<file path="config.mk">
export PLATFORM = sky130hd
export DESIGN_NAME = phy_mem_arbiter
export DESIGN_NICKNAME = d
export VERILOG_FILES = /design/src/rtl/phy_pkg.sv /design/src/rtl/rr_burst_picker.sv /design/src/rtl/phy_mem_arbiter.sv
export SDC_FILE = /design/constraint.sdc
export NUM_CORES = 1
export LEC_CHECK = 0
export CORE_MARGIN = 3
export CORE_UTILIZATION = 39
export DETAILED_ROUTE_END_ITERATION = 12
export GPL_TIMING_DRIVEN = 0
export MAX_ROUTING_LAYER = met4
export PLACE_DENSITY = 0.84
export REMOVE_ABC_BUFFERS = 1
export SLEW_MARGIN = 20
export SYNTH_ARGS = -nofsm -noshare
export SYNTH_HDL_FRONTEND = slang
export SYNTH_HIERARCHICAL = 1
export SYNTH_SLANG_ARGS = --single-unit
</file>
<file path="constraint.sdc">
create_clock -name clk -period 3.25 [get_ports clk]
set_input_delay 0.65 -clock clk [delete_from_list [all_inputs] [get_ports clk]]
set_output_delay 0.65 -clock clk [all_outputs]
set_load 0.01 [all_outputs]
</file>
<file path="src/rtl/phy_pkg.sv">
// Shared defaults and types for the PHY buffer SRAM arbiter.
package phy_pkg;

  localparam int PHY_AW        = 7;
  localparam int PHY_DW        = 12;
  localparam int PHY_MAX_BURST = 8;
  localparam int BCNT_W        = 4;  // holds MAX_BURST values up to 15

  typedef enum logic [1:0] {
    IDLE = 2'd0,
    OWN0 = 2'd1,
    OWN1 = 2'd2
  } arb_state_t;

  typedef struct packed {
    logic              req;
    logic              we;
    logic [PHY_AW-1:0] addr;
    logic [PHY_DW-1:0] wdata;
  } mem_req_t;

endpackage

</file>
<file path="src/rtl/rr_burst_picker.sv">
// Round-robin owner selection with bounded bursts; grants are combinational
// from the registered owner/beat count and the live request lines.
module rr_burst_picker
  import phy_pkg::*;
#(
  parameter int MAX_BURST = PHY_MAX_BURST
) (
  input  logic clk,
  input  logic rst,
  input  logic req0,
  input  logic req1,
  output logic gnt0,
  output logic gnt1
);

  localparam logic [BCNT_W-1:0] MAX_CNT = BCNT_W'(MAX_BURST);

  arb_state_t        state, state_nxt;
  logic [BCNT_W-1:0] count, count_nxt;
  logic [BCNT_W-1:0] eff;  // ordinal of this cycle's beat within the owner's burst
  logic              last_owner, last_owner_nxt;
  logic              gv, gp, other_req;

  // NOTE: every signal gets a default at the top of the block so no path
  // leaves one unassigned, which would otherwise infer a latch.
  always_comb begin
    gv  = 1'b0;
    gp  = 1'b0;
    eff = BCNT_W'(1);
    case (state)
      OWN0: begin
        if (req0) begin
          gv  = 1'b1;
          eff = count;
        end else if (req1) begin
          gv = 1'b1;
          gp = 1'b1;
        end
      end
      OWN1: begin
        if (req1) begin
          gv  = 1'b1;
          gp  = 1'b1;
          eff = count;
        end else if (req0) begin
          gv = 1'b1;
        end
      end
      default: begin
        gv = req0 | req1;
        gp = (req0 && req1) ? ~last_owner : ~req0;
      end
    endcase

    other_req      = gp ? req0 : req1;
    state_nxt      = IDLE;
    count_nxt      = '0;
    last_owner_nxt = last_owner;
    if (gv) begin
      if (other_req && eff == MAX_CNT) begin
        state_nxt      = gp ? OWN0 : OWN1;
        count_nxt      = BCNT_W'(1);
        last_owner_nxt = gp;
      end else begin
        state_nxt = gp ? OWN1 : OWN0;
        count_nxt = (eff == MAX_CNT) ? MAX_CNT : eff + BCNT_W'(1);
      end
    end
    if (state == OWN0 && state_nxt != OWN0) last_owner_nxt = 1'b0;
    if (state == OWN1 && state_nxt != OWN1) last_owner_nxt = 1'b1;
  end

  // Grants are masked while reset is held so the SRAM is never touched.
  assign gnt0 = gv & ~gp & rst;
  assign gnt1 = gv & gp & rst;

  // NOTE: sequential state uses non-blocking assignments so every register
  // samples the pre-edge values regardless of statement order.
  always_ff @(posedge clk or negedge rst) begin
    if (!rst) begin
      state      <= IDLE;
      count      <= '0;
      last_owner <= 1'b1;
    end else begin
      state      <= state_nxt;
      count      <= count_nxt;
      last_owner <= last_owner_nxt;
    end
  end

endmodule

</file>
<file path="src/rtl/phy_mem_arbiter.sv">
// Shares the single-port PHY buffer SRAM between the loader and the link side,
// driving the active-low SRAM controls and steering read data back.
module phy_mem_arbiter
  import phy_pkg::*;
#(
  parameter int AW        = PHY_AW,
  parameter int DW        = PHY_DW,
  parameter int MAX_BURST = PHY_MAX_BURST
) (
  input  logic          clk,
  input  logic          rst,
  input  logic          r0_req,
  input  logic          r0_we,
  input  logic [AW-1:0] r0_addr,
  input  logic [DW-1:0] r0_wdata,
  output logic          r0_gnt,
  output logic          r0_rvalid,
  input  logic          r1_req,
  input  logic          r1_we,
  input  logic [AW-1:0] r1_addr,
  input  logic [DW-1:0] r1_wdata,
  output logic          r1_gnt,
  output logic          r1_rvalid,
  output logic [DW-1:0] rdata,
  output logic          csb0,
  output logic          web0,
  output logic [AW-1:0] addr0,
  output logic [DW-1:0] din0,
  input  logic [DW-1:0] dout0
);

  mem_req_t      m0, m1, sel;
  logic          beat;
  logic [AW-1:0] addr_q;
  logic [DW-1:0] din_q;
  logic          rd_pending, rd_port;

  assign m0 = '{req: r0_req, we: r0_we, addr: r0_addr, wdata: r0_wdata};
  assign m1 = '{req: r1_req, we: r1_we, addr: r1_addr, wdata: r1_wdata};

  rr_burst_picker #(.MAX_BURST(MAX_BURST)) u_picker (
    .clk  (clk),
    .rst  (rst),
    .req0 (r0_req),
    .req1 (r1_req),
    .gnt0 (r0_gnt),
    .gnt1 (r1_gnt)
  );

  assign sel  = r1_gnt ? m1 : m0;
  assign beat = (r0_gnt | r1_gnt) & sel.req;

  // Address and write data hold their last values when idle to limit toggling.
  assign csb0  = ~beat;
  assign web0  = ~(beat & sel.we);
  assign addr0 = beat ? sel.addr : addr_q;
  assign din0  = (beat && sel.we) ? sel.wdata : din_q;

  always_ff @(posedge clk or negedge rst) begin
    if (!rst) begin
      addr_q     <= '0;
      din_q      <= '0;
      rd_pending <= 1'b0;
      rd_port    <= 1'b0;
    end else begin
      addr_q     <= addr0;
      din_q      <= din0;
      rd_pending <= beat & ~sel.we;
      rd_port    <= r1_gnt;
    end
  end

  assign r0_rvalid = rd_pending & ~rd_port;
  assign r1_rvalid = rd_pending & rd_port;
  assign rdata     = rd_pending ? dout0 : '0;

endmodule

</file>
==> flow_metrics.tcl <==
set metrics [dict create \
    outcome "finished, violations left" \
    violations "setup timing" \
    dpl.hpwl_um 3190 \
    dp_cells 287 \
    rows 23 \
    port-buffer-count 92 \
    layout_setup_ws_ns -0.0793 \
    cp_cell_sequence "inv_2, ha_4, nor2_4, a21o_1, o21ai_2, and3_4, buf_4, buf_4, a21oi_4, buf_6, mux2_4, buf_6" \
    grt_start_max_net_pins 32 \
    cpPeakStageDelay_ns 0.41 \
    grt.busiest_layer "met2" \
    p_per_area_nw_per_um2 828 \
    ant_nets 0 \
    setup_viol 8 \
    finalWirelength_um 6090 \
    drive_gt1_share_pct 42.1 \
    drc_errors 0 \
    critPathTopFamily "buffers and inverters" \
    coreArea_um2 4120 \
    diodes 0 \
    stdcell_count 321 \
    grtUsageMet3_pct 2.49 \
    whs_ns 0.285 \
    synth_warnings 6 \
    path_clk_slew_ns 0.10 \
    overflow 0 \
    use_met1_pct 25.4 \
    ys_types 35 \
    cts_tree "yes" \
    ios 93 \
    seqCellArea_um2 702 \
    fin_skew_ns 0.00440 \
    synth_area_um2 1710 \
    ys_top_cells_by_area "dfrtp_1 40%, mux2_2 25%, and2_1 4.8%, ha_1 3.7%, a21oi_1 2.0%" \
    multiInputGateArea_um2 1090 \
    cts_buffers 3 \
    grtUsageMet2_pct 35.3 \
    finalCriticalPeriod_ns 3.33 \
    gp_routability_congestion 0.809 \
    crit_fanout 7 \
    hold_path.class "in2async" \
    hold_violations 0 \
    critPathRequiredTime_ns 2.60 \
    slew_violations 0 \
    grt_usage_pct 20.2 \
    start_util_pct 41.5 \
    clkSinkCount 28 \
    rr_startpoint "u_picker/state[0]" \
    final_nets 333 \
    cts_htree_levels 1 \
    viasPerCell 5.16 \
    cp-startpoint "u_picker/state[0]" \
    syn_avg_cell_area_um2 11.2 \
    cts_max_path_buffers 2 \
    cp_slowest_cell "dfrtp_1" \
    seq_area_frac_synth_pct 41.1 \
    final_util_pct 75.7 \
    first_global_vias 1732 \
    max_slew_margin_pct 73.4 \
    first_pass_iters 4 \
    grt_pass1_wl_um 8130 \
    root_buffer "clkbuf_8" \
    power.leakage_nw 1.37 \
    syn_inst 153 \
    arrival_ns 2.68 \
    insertion_delay_ns 0.28 \
    vias 1657 \
    startpoint_type "flip-flop" \
    die_h_um 72.2 \
    ys.flop_type "dfrtp_1" \
    antenna_found_initial 0 \
    fillers 239 \
    fmax_mhz 300 \
    end_kind "primary output" \
    synthDominantAreaCellType "dfrtp_1" \
    synth_top_cell_area_share_pct 39.5 \
    maxCapViolCount 0 \
    critPathBufInv 5 \
    drtIter0Drc 93 \
    fin_total_pwr_mw 2.58 \
    synth_edf_count 0 \
    synthArstFlopShare_pct 100 \
    dieArea_um2 5210 \
    path_class "reg2out" \
    vdd_drop_max_v 0.000509 \
    syn_to_final_growth_pct 82.3 \
    worst_pin_slew_ns 0.394 \
    die_w_um 72.2 \
    wl_per_cell_um 19.0 \
    ys_seq_elements 28 \
    finalCritPeriodShare_pct 102 \
    grt_setup_unrepaired "yes" \
]
[layer usage]
layer	vias up	routed length (um)
met5	-	0
met4	0	29
met3	4	324
met2	59	3290
met1	817	2450
li1	777	-
[final timing paths]
path,cells after the start,slack [ns],end
setup / recovery,12,-0.08,addr0[2]
hold / removal,1,0.28,addr_q[3]
setup reg to reg,10,0.78,u_picker/state[0]
hold reg to reg,1,0.51,din_q[8]
max in group asynchronous,1,2.64,u_picker/last_owner
min in group clk,1,0.51,din_q[8]
[cell usage in the layout (no fill, tap or decap), types with 2 or more instances in the layout]
master	count
ha_2	2
buf_2	4
buf_4	21
nor2_1	4
mux2_4	19
and2_1	13
ha_1	2
nand2_1	5
nor2_4	2
o211ai_1	2
o21ai_0	3
a21oi_1	6
clkbuf_2	2
mux2_2	19
and3_4	3
clkbuf_8	3
dfrtp_1	27
nor2b_1	5
inv_1	5
clkdlybuf4s50_1	68
nand3_1	2
buf_6	20
a21oi_2	2
nand2b_1	3
[synthesized netlist by cell type (all sizes together) (2+ instances only)]
cell type,instances
inv,6
ha,5
and3,3
a21oi,8
o21ai,5
nand2,6
mux2,38
clkbuf,3
a211oi,2
buf,5
a22oi,2
nand3,3
nor2,7
and2,13
dfrtp,27
nand2b,3
o211ai,2
nor2b,5
[power by group]
part / switching [mW] / leakage (nW) / internal, mW / total (mW)
Combinational: 0.742 / 0.990 / 0.959 / 1.70
Clock: 0.120 / 0.0357 / 0.165 / 0.285
Sequential: 0.0836 / 0.339 / 0.510 / 0.594
[timing repair]
action / CTS / global route
endpoints found under the setup margin: 41 / 21
hold buffers: 0 / 0
resized for setup: 63 / 81
hold endpoints to repair: 0 / 0
setup buffers: 20 / 8
pin swaps: 4 / 5
cloned: 2 / 1
[logic make-up (layout without fill, tap and decap cells)]
logic type               after synthesis  count (layout)  synth area share [%]
AND/OR/NAND/NOR                       44              45                  15.4
multiplexers                          38              38                  25.0
AO/OA/AOI/OAI                         22              23                  9.30
flip-flops                            28              28                  41.1
buffers and inverters                 14             130                  4.46
XOR/XNOR                               2               2                  1.03
adder cells (fa/ha/maj)                5               5                  3.66
[layout make-up]
cell class	count	share of cell area, %
tap	50	2.01
clock inverter	1	0.964
sequential	28	22.5
multi-input combinational	113	34.9
timing repair buffer	120	37.6
clock buffer	3	1.33
inverter	6	0.723
[state kept, by name (all words and copies together), names as in the netlist]
| signal | cells |
|---|---|
| u_picker/last_owner | 1 |
| u_picker/count | 4 |
| rd_port | 1 |
| u_picker/state | 2 |
| din_q | 12 |
| rd_pending | 1 |
| addr_q | 7 |
[metrics by stage]
step	setup slack [ns]	area, um^2	setup TNS [ns]
after floorplan	-0.331	1660	-5.23
after global placement	-2.06	2640	-64.86
after detailed placement	-1.43	2630	-37.36
after CTS	-0.0681	2890	-0.647
after global routing	-0.165	3120	-1.62
final	-0.0793	3120	-0.431
(Power assumes the default switching activity.)
